**src/rtl/dac_stream_sequencer.sv**
```systemverilog
// dac_stream_sequencer: per-frame stereo sample fetch from one of two sources,
// soft-mute gain ramp, and a saturating fault counter for source timeouts and
// frame overruns.
`timescale 1ns/1ps
module dac_stream_sequencer #(
    parameter int DW        = 24,
    parameter int GAIN_W    = 8,
    parameter int RAMP_STEP = 4,
    parameter int TIMEOUT   = 64
) (
    input  logic          clk,
    input  logic          rst_n,
    input  logic          frame_tick,
    input  logic          mute_toggle,
    input  logic          src_sel,
    output logic          src0_req,
    input  logic          src0_ack,
    input  logic [DW-1:0] src0_left,
    input  logic [DW-1:0] src0_right,
    output logic          src1_req,
    input  logic          src1_ack,
    input  logic [DW-1:0] src1_left,
    input  logic [DW-1:0] src1_right,
    output logic [DW-1:0] out_left,
    output logic [DW-1:0] out_right,
    output logic          out_valid,
    output logic          muted,
    output logic          busy,
    output logic [7:0]    fault_cnt
);

    localparam int TW = $clog2(TIMEOUT) + 1;
    localparam int PW = DW + GAIN_W + 2;
    localparam logic [GAIN_W:0] UNITY    = {1'b1, {GAIN_W{1'b0}}};
    localparam logic [GAIN_W:0] STEP     = (GAIN_W + 1)'(RAMP_STEP);
    localparam logic [TW-1:0]   TMO_LAST = TW'(TIMEOUT - 1);

    typedef enum logic [1:0] {IDLE, REQ, SCALE, OUT} state_t;

    // Signed sample times unsigned gain, floored back down by GAIN_W bits.
    // The product cannot exceed the sample magnitude, so truncation is exact.
    function automatic logic [DW-1:0] scale_sample(input logic [DW-1:0] s,
                                                   input logic [GAIN_W:0] g);
        logic signed [PW-1:0] s_ext;
        logic signed [PW-1:0] g_ext;
        logic signed [PW-1:0] prod;
        logic signed [PW-1:0] shifted;
        s_ext   = $signed({{(PW - DW){s[DW-1]}}, s});
        g_ext   = $signed({{(PW - GAIN_W - 1){1'b0}}, g});
        prod    = s_ext * g_ext;
        shifted = prod >>> GAIN_W;
        return shifted[DW-1:0];
    endfunction

    // One ramp step toward silence or unity, clamped at both ends.
    function automatic logic [GAIN_W:0] ramp_gain(input logic [GAIN_W:0] g,
                                                  input logic down);
        if (down) begin
            return (g > STEP) ? g - STEP : '0;
        end
        return (g >= UNITY - STEP) ? UNITY : g + STEP;
    endfunction

    // Saturating add of 0..2 fault events in one cycle.
    function automatic logic [7:0] sat_fault(input logic [7:0] c, input logic [1:0] inc);
        logic [8:0] sum;
        sum = {1'b0, c} + {7'd0, inc};
        return sum[8] ? 8'hFF : sum[7:0];
    endfunction

    state_t          state_q, state_d;
    logic            active_src_q, active_src_d;
    logic [TW-1:0]   timer_q, timer_d;
    logic [GAIN_W:0] gain_q, gain_d;
    logic            mute_target_q, mute_target_d;
    logic [DW-1:0]   samp_l_q, samp_l_d;
    logic [DW-1:0]   samp_r_q, samp_r_d;
    logic            src0_req_q, src0_req_d;
    logic            src1_req_q, src1_req_d;
    logic [DW-1:0]   out_left_q, out_left_d;
    logic [DW-1:0]   out_right_q, out_right_d;
    logic            out_valid_q, out_valid_d;
    logic            busy_q, busy_d;
    logic [7:0]      fault_cnt_q, fault_cnt_d;

    logic            ack_active;
    logic            timeout_evt;
    logic            overrun_evt;

    // Next-state logic for the fetch/scale/output sequence and all counters.
    always_comb begin
        state_d       = state_q;
        active_src_d  = active_src_q;
        timer_d       = timer_q;
        gain_d        = gain_q;
        samp_l_d      = samp_l_q;
        samp_r_d      = samp_r_q;
        src0_req_d    = src0_req_q;
        src1_req_d    = src1_req_q;
        out_left_d    = out_left_q;
        out_right_d   = out_right_q;
        out_valid_d   = 1'b0;
        timeout_evt   = 1'b0;
        mute_target_d = mute_target_q ^ mute_toggle;
        ack_active    = active_src_q ? src1_ack : src0_ack;
        overrun_evt   = frame_tick && (state_q != IDLE);

        case (state_q)
            IDLE: begin
                if (frame_tick) begin
                    active_src_d = src_sel;
                    timer_d      = '0;
                    src0_req_d   = ~src_sel;
                    src1_req_d   = src_sel;
                    state_d      = REQ;
                end
            end
            REQ: begin
                if (ack_active) begin
                    samp_l_d   = active_src_q ? src1_left  : src0_left;
                    samp_r_d   = active_src_q ? src1_right : src0_right;
                    src0_req_d = 1'b0;
                    src1_req_d = 1'b0;
                    state_d    = SCALE;
                end else if (timer_q == TMO_LAST) begin
                    // Source never answered: play silence for this frame.
                    timeout_evt = 1'b1;
                    samp_l_d    = '0;
                    samp_r_d    = '0;
                    src0_req_d  = 1'b0;
                    src1_req_d  = 1'b0;
                    state_d     = SCALE;
                end else begin
                    timer_d = timer_q + TW'(1);
                end
            end
            SCALE: begin
                // Scaled pair lands in the output registers as OUT begins.
                out_left_d  = scale_sample(samp_l_q, gain_q);
                out_right_d = scale_sample(samp_r_q, gain_q);
                out_valid_d = 1'b1;
                state_d     = OUT;
            end
            OUT: begin
                // A toggle arriving this very cycle already steers the ramp.
                gain_d  = ramp_gain(gain_q, mute_target_d);
                state_d = IDLE;
            end
            default: state_d = IDLE;
        endcase

        busy_d      = (state_d != IDLE);
        fault_cnt_d = sat_fault(fault_cnt_q, {1'b0, timeout_evt} + {1'b0, overrun_evt});
    end

    // State and output registers; reset drops requests without a clock edge.
    always_ff @(posedge clk or negedge rst_n) begin
        if (!rst_n) begin
            state_q       <= IDLE;
            active_src_q  <= 1'b0;
            timer_q       <= '0;
            gain_q        <= '0;
            mute_target_q <= 1'b0;
            samp_l_q      <= '0;
            samp_r_q      <= '0;
            src0_req_q    <= 1'b0;
            src1_req_q    <= 1'b0;
            out_left_q    <= '0;
            out_right_q   <= '0;
            out_valid_q   <= 1'b0;
            busy_q        <= 1'b0;
            fault_cnt_q   <= '0;
        end else begin
            state_q       <= state_d;
            active_src_q  <= active_src_d;
            timer_q       <= timer_d;
            gain_q        <= gain_d;
            mute_target_q <= mute_target_d;
            samp_l_q      <= samp_l_d;
            samp_r_q      <= samp_r_d;
            src0_req_q    <= src0_req_d;
            src1_req_q    <= src1_req_d;
            out_left_q    <= out_left_d;
            out_right_q   <= out_right_d;
            out_valid_q   <= out_valid_d;
            busy_q        <= busy_d;
            fault_cnt_q   <= fault_cnt_d;
        end
    end

    assign src0_req  = src0_req_q;
    assign src1_req  = src1_req_q;
    assign out_left  = out_left_q;
    assign out_right = out_right_q;
    assign out_valid = out_valid_q;
    assign busy      = busy_q;
    assign fault_cnt = fault_cnt_q;
    assign muted     = mute_target_q && (gain_q == '0);

endmodule
```
**config.mk**
```make
export PLATFORM = sky130hd
export DESIGN_NAME = dac_stream_sequencer
export DESIGN_NICKNAME = d
export VERILOG_FILES = /design/src/rtl/dac_stream_sequencer.sv
export SDC_FILE = /design/constraint.sdc
export NUM_CORES = 1
export LEC_CHECK = 0
export CORE_ASPECT_RATIO = 1.25
export CORE_MARGIN = 2
export CORE_UTILIZATION = 40
export DETAILED_ROUTE_END_ITERATION = 7
export PLACE_DENSITY = 0.66
export SLEW_MARGIN = 10
export SYNTH_ARGS = -nofsm -noshare
export SYNTH_HDL_FRONTEND = slang
export SYNTH_SLANG_ARGS = --single-unit
```
**constraint.sdc**
```tcl
create_clock -name clk -period 7.8 [get_ports clk]
set_clock_uncertainty 0.15 [all_clocks]
set_input_delay 1.17 -clock clk [delete_from_list [all_inputs] [get_ports clk]]
set_output_delay 1.17 -clock clk [all_outputs]
set_load 0.05 [all_outputs]
```
; ---- Word level (Yosys, flattened, before mapping)
; Index checks and enable logic that the tools add are counted.
[word_totals]
word_cells = 76
input_bits = 103
regBits = 128
output_inout_bits = 61
[classes]
add_sub_neg = 5
n_mul = 2
n_bitwise = 2
n_eq_ne = 8
n_reduce_logical = 12
magnitude_cmp = 2
n_mux = 31
[ops]
columns = cell, n
row1 = 24-bit two-way mux, 5
row2 = 24-bit by 10-bit multiplier with 32-bit output, 2
row3 = 9-bit two-way mux, 4
row4 = 7-bit two-way mux, 3
row5 = 7-bit one-hot mux with 2 select lines, 1
row6 = 1-bit two-way mux, 11
row7 = 8-bit by 2-bit adder with 9-bit output, 1
row8 = 9-bit by 3-bit adder with 9-bit output (second input constant), 1
row9 = 9-bit by 8-bit greater-or-equal comparator with 1-bit output (second input constant), 1
row10 = 9-bit by 3-bit greater-than comparator with 1-bit output (second input constant), 1
row11 = 9-bit zero test, 1
row12 = 9-bit by 3-bit subtractor with 9-bit output (second input constant), 1
row13 = 8-bit two-way mux, 1
row14 = 2-bit one-hot mux with 4 select lines, 1
row15 = 2-bit nonzero test, 4
row16 = 7-bit by 1-bit adder with 7-bit output (second input constant), 1
row17 = 7-bit by 6-bit == test with 1-bit output (second input constant), 1
row18 = 2-bit two-way mux, 3
row19 = 2-bit inequality test (second input constant), 3
row20 = 2-bit == test (second input constant), 2
row21 = 1-bit one-hot mux with 2 select lines, 2
row22 = 2-bit AND reduction, 2
row23 = 4-bit AND reduction, 1
row24 = 3-bit inequality test (second input constant), 1
row25 = other kinds (7), 8

; ---- Logic depth before layout (Yosys ltp)
; Gate-level depths: netlist of the first run.
[depth]
word_depth = 7
mapped_depth = 22
ltp_nobuf = 19

; ---- Least setup slack after synthesis of the first run
; OpenSTA, ideal clock, no wires.
[synth_timing]
kind = register -> register
start = register gain_q[5]
end = register out_left_q[23], in the netlist out_left[23]
setup_time_ns = 0.069
t_arrival_ns = 5.438
stages_incl_launch_ff = 21
period_less_slack_ns = 5.658
required_ns = 7.581
slack_ns = 2.142
path_buffers = 3
path_cell_list = dfrtp_1 -> clkbuf_1 -> buf_1 -> clkbuf_1 -> nand2_1 -> fa_1 -> fa_1 -> fa_1 -> fa_1 -> inv_1 -> ha_1 -> ha_1 -> a211oi_2 -> o21ai_1 -> a221oi_2 -> a31o_2 -> o31ai_4 -> a211oi_4 -> o21bai_2 -> or4_1 -> nand3_1
[synth_between]
elab_chain_len = 1
[synth_lines]
columns = element, line_no
row1 = "start, declared", 74  ; logic [GAIN_W:0] gain_q, gain_d;
row2 = "start signal, assigned", 177  ; gain_q <= gain_d;
row3 = 24-bit by 10-bit multiplier with 32-bit output, 50  ; prod = s_ext * g_ext;
row4 = "end signal, assigned", 183  ; out_left_q <= out_left_d;
row5 = "end, declared", 80  ; logic [DW-1:0] out_left_q, out_left_d;
; Every way passes these cells.
; A chain may end at the register's enable or synchronous reset.

; ---- Worst setup path in the final report of the first run
[layout_timing]
start = register gain_q[2]
end = register out_right_q[23], in the netlist out_right[23]
[layout_between]
elab_chain_len = 1
[layout_lines]
columns = element, line_no
row1 = 24-bit by 10-bit multiplier with 32-bit output, 50
row2 = "end signal, assigned", 184  ; out_right_q <= out_right_d;
row3 = "end, declared", 81  ; logic [DW-1:0] out_right_q, out_right_d;
; Every way passes these cells.

==> results of run 1 <==
registers in the layout, indices dropped and copies added, names as in the netlist, 2 cells and up:
name	flops
state_q	2
gain_q	7
samp_r_q	24
out_left	24
fault_cnt	8
out_right	24
timer_q	7
samp_l_q	24
layer usage:
layer | share of wire (%) | GRT usage [%] | up-vias
li1 | - | - | 5871
met1 | 42 | 23.1 | 6241
met2 | 54 | 36.2 | 201
met3 | 2.8 | 2.61 | 30
met4 | 1.6 | 5.31 | 0
met5 | 0 | 0 | -
worst max-delay path by stage:
stage                               end  depth (start not counted)
after detailed placement  out_right[23]                         17
after global routing      out_right[23]                         17
after floorplan            out_left[23]                         20
final                     out_right[23]                         17
after global placement    out_right[23]                         17
after CTS                  out_left[23]                         19
worst reg2reg max path: stages (launching register included):
cell and delay [ps]:
dfrtp_1 870, buf_4 430, and2_1 200, ha_1 250
fa_1 470, fa_1 570, fa_1 430, ha_1 290
ha_1 350, a21oi_2 200, o21ai_1 110, a2111oi_2 500
a21o_1 220, a21oi_1 120, a2111oi_2 460, o21bai_1 130
xnor2_1 150, o21ai_1 70
placed cells by master, fill, tap and decap left out, drive strengths merged, types with 4 or more instances in the layout:
master	n
and2	291
fa	241
ha	232
nand2	187
clkdlybuf4s50	162
inv	132
dfrtp	126
o21ai	116
mux2i	49
xnor2	46
a21oi	44
nor2	24
xor2	24
clkbuf	20
nand3	18
a21o	12
buf	12
nor3	10
conb	10
and3	9
a31oi	9
nor2b	8
clkinv	7
nand4	6
nand2b	5
o21bai	5
a211oi	5
mux2	4
bufinv	4
a31o	4
o31ai	4
or2	4
synthesized netlist by cell type, types with 5 or more instances:
master    instances
a31oi_1           8
and2_1          291
buf_1             6
nor3_1           10
a21oi_1          42
nand2b_1          5
clkbuf_1         63
nand4_1           6
xnor2_1          46
a21o_1           12
mux2i_1          49
ha_1            232
xor2_1           24
inv_1           132
o21ai_1          25
fa_1            241
nand2_1         187
nor2b_1           8
o21ai_0          91
nand3_1          18
and3_1            8
nor2_1           24
dfrtp_1         126
stage by stage:
step / instances / hold WS [ps] / instance area [sq um] / utilization (%)
6_report: 2420 / 324 / 20000 / 47.4
5_1_grt: 2420 / 359 / 20000 / 47.4
4_1_cts: 2420 / 334 / 20000 / 47.3
3_5_place_dp: 2388 / 320 / 19400 / 45.9
3_3_place_gp: 2388 / 315 / 19400 / 45.9
2_1_floorplan: 1725 / 312 / 17200 / -
final cells by class:
cell class,count,area [sq um],area share (%)
Clock buffer,20,437,2.18
Timing Repair Buffer,174,1720,8.57
Tap cell,559,699,3.50
Multi-Input combinational cell,1397,13300,66.5
Clock inverter,12,189,0.944
Inverter,132,495,2.48
Sequential cell,126,3160,15.8
cell families (layout without fill, tap and decap cells):
logic type | Yosys count | count (layout) | synth area share, %
simple gates | 570 | 570 | 17.5
buf+inv | 202 | 338 | 4.46
fa+ha+maj | 473 | 473 | 45.0
mux | 53 | 53 | 3.12
other cells | 1 | 10 | 0.0218
xor+xnor | 70 | 70 | 3.57
flops | 126 | 126 | 18.4
compound gates | 221 | 221 | 7.95
==> qor.txt, run 1 <==
Slowest-stage cell, CP -> dfrtp_1
startpoint types -> register
CP Cell Sequence -> buf_4 > and2_1 > ha_1 > fa_1 > fa_1 > fa_1 > ha_1 > ha_1 > a21oi_2 > o21ai_1 > a2111oi_2 > a21o_1 > a21oi_1 > a2111oi_2 > o21bai_1 > xnor2_1 > o21ai_1
Post-Syn Instances -> 1716
Critical R2R Capture -> out_right[23]
Yosys top cell area share -> 28.1%
f_max -> 164 MHz
WP buf/inv -> 1
Routed WL per cell -> 16.8 um
largest net degree at the start of global routing -> 72
drt pass-1 iters -> 5
critical path class -> register to register
max-cap violation count -> 0
drt via density -> 5.10
Setup WS pre-CTS -> 1440 ps
hold path depth -> 2
IO Port Bufs -> 163
grt ovf -> 0
CTS sink cnt -> 126
Post-CTS Hold Fix Bufs -> 0
Filler cells -> 3944
die area -> 44600 sq um
HP Start -> out_left[17]
# setup viols final -> 0
initial antenna violation count -> 0
# DRC -> 0
Worst Path Arrival -> 6280 ps
I/O pins -> 164
# H-tree levels -> 4
R2R setup slack -> 1710 ps
Via Count -> 12300
CTS tree -> yes
Detailed Route WL -> 40.5 mm
crit end category -> register
unique cell type count in the Yosys netlist -> 63
sequential area share after synthesis -> 18.4%
first-pass GRT wire length -> 68.9 mm
clock root buffer master -> clkbuf_16
CTS Buffer Depth -> 2
Total Nets Final -> 2424
max-slew violations -> 0
delay-heaviest family, CP -> adder cells
max incr delay on CP -> 870 ps
Worst Slack Setup Final -> 1710 ps
clk slew on worst S/H paths -> 60 ps
Core Area -> 42300 sq um
Worst EP required -> 7990 ps
Synthesis Warnings -> 0
asr flop ratio synth -> 100%
hpwl dp -> 31.7 mm
final hold vios -> 0
Slew HR -> 22.2%
Hold Crit Class -> register to register
Synth area leaders -> fa_1, dfrtp_1, ha_1
predominant post-synthesis flop cell -> dfrtp_1
run status -> finished, final reports clean
share of layout cells above drive strength 1 -> 3.76%
Row Count -> 84
Avg Cell Area, Syn -> 10.0 sq um
min Tclk post-route -> 6090 ps
fin crit share -> 78.0%
Initial Util -> 40.7%
Die Y -> 236 um
area leader, netlist -> fa_1
GP Congestion -> 0.834
RSZ-0062 raised after global routing -> false
clk_lat worst skew -> 460 ps
Hold EP -> out_left[17]
Routed Antenna Nets -> 0
setup_tns -> 0 ps
Worst Setup SP -> gain_q[2]
Post-CTS Setup Inserts -> 0
worst-path fanout max -> 29
R2R depth -> 17
CTS resizes -> 0
launching point of the worst reg2reg path -> gain_q[2]
1st-iter DRT viols -> 374
GRT Total Usage -> 19.4%
register bit total from synthesis -> 126
diode count -> 0
vias in the first global route -> 13600
Worst Max-Slew Pin Slew -> 1170 ps
Num CTS Buffers -> 17
Post-synth EDFFs -> 0
synth-to-layout area growth -> 16.5%
Post-Syn Area -> 17200 sq um
die width -> 189 um
Power of run 1 is not shown: default switching activity piles up to over one toggle a cycle in this logic, so the estimate is an artifact.
==> run 2: changes to the inputs <==
==> constraint.sdc (replaced) <==
create_clock -name clk -period 6 [get_ports clk]
set_clock_uncertainty 0.15 [all_clocks]
set_input_delay 0.9 -clock clk [delete_from_list [all_inputs] [get_ports clk]]
set_output_delay 0.9 -clock clk [all_outputs]
set_load 0.05 [all_outputs]
==> qor.txt, run 2 (synthesized netlist as in run 1, its figures left out) <==
Via Count -> 12500 (+1.0%)
f_max -> 176 MHz (+7.2%)
worst-path fanout max -> 42 (+45%)
commonest non-fill, non-tap cell in the layout -> and2_1
R2R depth -> 18 (+1)
final hold vios -> 0 (unchanged)
clk slew on worst S/H paths -> 60 ps (about the same)
die width -> 189 um (unchanged)
first-pass GRT wire length -> 69.0 mm (+0.20%)
vias in the first global route -> 13800 (+1.6%)
largest net degree at the start of global routing -> 99 (+38%)
Slew HR -> 34.2% (+12 points)
die area -> 44600 sq um (unchanged)
IO Port Bufs -> 163 (unchanged)
crit end category -> register
Hold EP -> out_left[11]
Crit path top cell by count -> fa_1
Worst EP required -> 6230 ps (-1760 ps)
clk_lat worst skew -> 460 ps (about the same)
HP Start -> out_left[11]
CP Cell Sequence -> buf_4 > nand2_1 > fa_1 > inv_1 > fa_1 > fa_1 > fa_1 > ha_1 > ha_1 > a21oi_2 > o21ai_1 > or2_1 > a31oi_4 > o31ai_4 > a211oi_4 > o21bai_2 > or4_1 > nand3_1
I/O pins -> 164 (unchanged)
setup_tns -> 0 ps (unchanged)
fin crit share -> 94.6% (+17 points)
CTS resizes -> 0 (unchanged)
run status -> finished, final reports clean
startpoint types -> register
Num CTS Buffers -> 17 (unchanged)
drt pass-1 iters -> 5 (unchanged)
# H-tree levels -> 4 (unchanged)
1st-iter DRT viols -> 431 (+15%)
RSZ-0062 raised after global routing -> false
Total Nets Final -> 2433 (+0.37%)
GP Congestion -> 0.834 (about the same)
drt via density -> 5.13 (+0.63%)
initial antenna violation count -> 0 (unchanged)
Hold Crit Class -> register to register
hpwl dp -> 31.5 mm (-0.68%)
CTS Buffer Depth -> 2 (unchanged)
WP buf/inv -> 2 (+1)
Worst Path Arrival -> 5910 ps (-370 ps)
GRT Total Usage -> 19.3% (-0.15 points)
most frequent cells in the layout -> and2_1, fa_1, ha_1, nand2_1, clkdlybuf4s50_1
Critical R2R Capture -> out_left[23]
synth-to-layout area growth -> 16.6% (about the same)
Die Y -> 236 um (unchanged)
CTS tree -> yes
R2R setup slack -> 320 ps (-1390 ps)
min Tclk post-route -> 5680 ps (-410 ps)
Row Count -> 84 (unchanged)
CTS sink cnt -> 126 (unchanged)
Routed WL per cell -> 16.6 um (-1.1%)
max-slew violations -> 0 (unchanged)
Post-CTS Hold Fix Bufs -> 0 (unchanged)
clock root buffer master -> clkbuf_16
# setup viols final -> 0 (unchanged)
Routed Antenna Nets -> 0 (unchanged)
delay-heaviest family, CP -> adder cells
Slowest-stage cell, CP -> fa_1
max-cap violation count -> 0 (unchanged)
max incr delay on CP -> 570 ps (-300 ps)
hold path depth -> 2 (unchanged)
Core Area -> 42300 sq um (unchanged)
grt ovf -> 0 (unchanged)
launching point of the worst reg2reg path -> gain_q[4]
# DRC -> 0 (unchanged)
share of layout cells above drive strength 1 -> 4.17% (+0.41 points)
critical path class -> register to register
Worst Max-Slew Pin Slew -> 987 ps (-180 ps)
Post-CTS Setup Inserts -> 0 (unchanged)
Detailed Route WL -> 40.2 mm (-0.76%)
Initial Util -> 40.7% (unchanged)
diode count -> 0 (unchanged)
[run 2: per-layer routing]
metal  global-route usage, %  up-vias  wire (um)
met3                    3.13       60       1560
met4                    6.93        0       1080
li1                        -     5881          -
met2                    35.1      258      21400
met1                    22.6     6268      16200
met5                       0        -          0
[run 2: worst max path at each step]
stage                         start           end  cells after the start
after floorplan           gain_q[5]  out_left[23]                     20
after global placement    gain_q[4]  out_left[23]                     18
after detailed placement  gain_q[4]  out_left[23]                     18
after CTS                 gain_q[4]  out_left[23]                     18
after global routing      gain_q[4]  out_left[23]                     20
final                     gain_q[4]  out_left[23]                     18
[run 2: worst min-delay path, stage by stage, from the launching register on]
cell and delay (ps):
dfrtp_1 340, nand2_1 40, o21ai_0 60
[run 2: area by class of cell]
class	instances	area, sq um
Timing Repair Buffer	183	1810
Multi-Input combinational cell	1397	13300
Tap cell	559	699
Sequential cell	126	3160
Inverter	132	495
Fill cell	3954	22200
Clock buffer	18	429
Clock inverter	14	123
[run 2: per-stage QoR]
stage          worst slack (ps)  instances  area, sq um  hold WS, ps  utilization (%)
2_1_floorplan               342       1725        17200          312                -
3_3_place_gp                428       2397        19500          315             46.1
3_5_place_dp                355       2397        19500          320             46.1
4_1_cts                     334       2429        20000          334             47.4
5_1_grt                    23.3       2429        20000          364             47.4
6_report                    323       2429        20000          324             47.4
Power of run 2 is left out for the same reason.
==> run 3: changes to the inputs <==
--- a/config.mk
+++ b/config.mk
@@ -5,7 +5,6 @@
 export SDC_FILE = /design/constraint.sdc
 export NUM_CORES = 1
 export LEC_CHECK = 0
-export CORE_ASPECT_RATIO = 1.25
 export CORE_MARGIN = 2
 export CORE_UTILIZATION = 40
 export DETAILED_ROUTE_END_ITERATION = 7
==> qor.txt, run 3 (synthesized netlist as in run 1, its figures left out) <==
crit end category -> register
# setup viols final -> 0 (unchanged)
I/O pins -> 164 (unchanged)
most frequent cells in the layout -> and2_1, fa_1, ha_1, nand2_1, clkdlybuf4s50_1
Post-CTS Setup Inserts -> 0 (unchanged)
Initial Util -> 40.8% (+0.11 points)
Via Count -> 12500 (+0.056%)
drt via density -> 5.17 (+0.76%)
first-pass GRT wire length -> 68.7 mm (-0.41%)
CTS resizes -> 0 (unchanged)
max incr delay on CP -> 550 ps (-20 ps)
Routed Antenna Nets -> 0 (unchanged)
share of layout cells above drive strength 1 -> 4.38% (+0.21 points)
drt pass-1 iters -> 5 (unchanged)
Total Nets Final -> 2436 (+0.12%)
Die Y -> 211 um (-10%)
clock root buffer master -> clkbuf_16
min Tclk post-route -> 5570 ps (-102 ps)
RSZ-0062 raised after global routing -> false
1st-iter DRT viols -> 566 (+31%)
startpoint types -> register
Slew HR -> 35.9% (+1.7 points)
WP buf/inv -> 2 (unchanged)
IO Port Bufs -> 163 (unchanged)
# DRC -> 0 (unchanged)
setup_tns -> 0 ps (unchanged)
Worst Path Arrival -> 5810 ps (-100 ps)
worst-path fanout max -> 30 (-29%)
hpwl dp -> 32.3 mm (+2.7%)
final hold vios -> 0 (unchanged)
run status -> finished, final reports clean
largest net degree at the start of global routing -> 89 (-10%)
Crit path top cell by count -> fa_1
max-slew violations -> 0 (unchanged)
Worst Max-Slew Pin Slew -> 961 ps (-25.9 ps)
CTS Buffer Depth -> 2 (unchanged)
diode count -> 0 (unchanged)
delay-heaviest family, CP -> adder cells
Num CTS Buffers -> 17 (unchanged)
GRT Total Usage -> 19.5% (+0.22 points)
critical path class -> register to register
Row Count -> 75 (-11%)
vias in the first global route -> 13700 (-1.2%)
CTS tree -> yes
Worst EP required -> 6230 ps (about the same)
grt ovf -> 0 (unchanged)
post-layout util -> 47.5% (+0.15 points)
die width -> 211 um (+12%)
die area -> 44600 sq um (about the same)
max-cap violation count -> 0 (unchanged)
Routed WL per cell -> 16.9 um (+2.3%)
Core Area -> 42100 sq um (-0.28%)
# H-tree levels -> 4 (unchanged)
Post-CTS Hold Fix Bufs -> 0 (unchanged)
Hold Crit Class -> register to register
clk_lat worst skew -> 450 ps (about the same)
synth-to-layout area growth -> 16.6% (about the same)
Slowest-stage cell, CP -> fa_1
f_max -> 179 MHz (+1.8%)
Detailed Route WL -> 40.9 mm (+1.6%)
fin crit share -> 92.9% (-1.7 points)
GP Congestion -> 0.833 (-0.17%)
clk slew on worst S/H paths -> 60 ps (about the same)
initial antenna violation count -> 2 (+2)
CP Cell Sequence -> buf_4 > nand2_1 > fa_1 > inv_1 > fa_1 > fa_1 > fa_1 > ha_1 > ha_1 > a21oi_2 > o21ai_1 > or2_1 > a31oi_4 > o31ai_4 > a211oi_4 > o21bai_2 > or4_1 > nand3_1
commonest non-fill, non-tap cell in the layout -> and2_1
CTS sink cnt -> 126 (unchanged)
[run 3: cell count changes in the layout (fill, tap and decap cells not counted)]
cell / delta
buf_4: +4
inv_6: +4
clkinv_2: -2
clkinv_4: -2
a2111oi_2: -1
a2111oi_4: +1
buf_12: -1
clkbuf_1: -1
clkinvlp_4: +1
[run 3: path summary, 6_finish.rpt]
| check | start | to | slack (ps) | depth (start not counted) |
|---|---|---|---|---|
| worst max-delay path | gain_q[4] | out_left[23] | 430 | 18 |
| max in group asynchronous | rst_n | active_src_q | 4140 | 2 |
| min in group asynchronous | rst_n | out_left[0] | 390 | 1 |
| worst min register to register | out_left[6] | out_left[6] | 330 | 2 |
| worst min-delay path | out_left[6] | out_left[6] | 330 | 2 |
| worst max register to register | gain_q[4] | out_left[23] | 430 | 18 |
[run 3: layout make-up]
cell class,instances,area [sq um]
repair buffers,186,1820
clock buffers,17,425
well taps,539,674
multi-input cells,1397,13300
inverters,132,495
clock inverters,15,138
flip-flops and latches,126,3160
fillers,3928,22100
[run 3: metrics by stage]
step                hold WS, ps  setup slack, ps  std cells  cell area, sq um
detailed placement          321              300       2380             19500
floorplan                   312              342       1725             17200
finish                      329              425       2412             20000
CTS                         337              281       2412             20000
global placement            312              390       2380             19500
global route                361              103       2412             20000
[run 3: routing by layer]
layer,routed length [um],track usage (%),share of wire [%],up-vias
li1,-,-,-,5884
met1,17700,24.9,43,6236
met2,20500,34.2,50,302
met3,2080,3.40,5.1,50
met4,590,4.64,1.4,2
met5,11,0,0.027,-
[run 3: worst min-delay path, delay by kind of cell (launching register included)]
family | cells | cell delay, ps
and+or+nand+nor | 1 | 50
DFF | 1 | 340
AOI/OAI and AO/OA | 1 | 60
Power of run 3 is left out for the same reason.
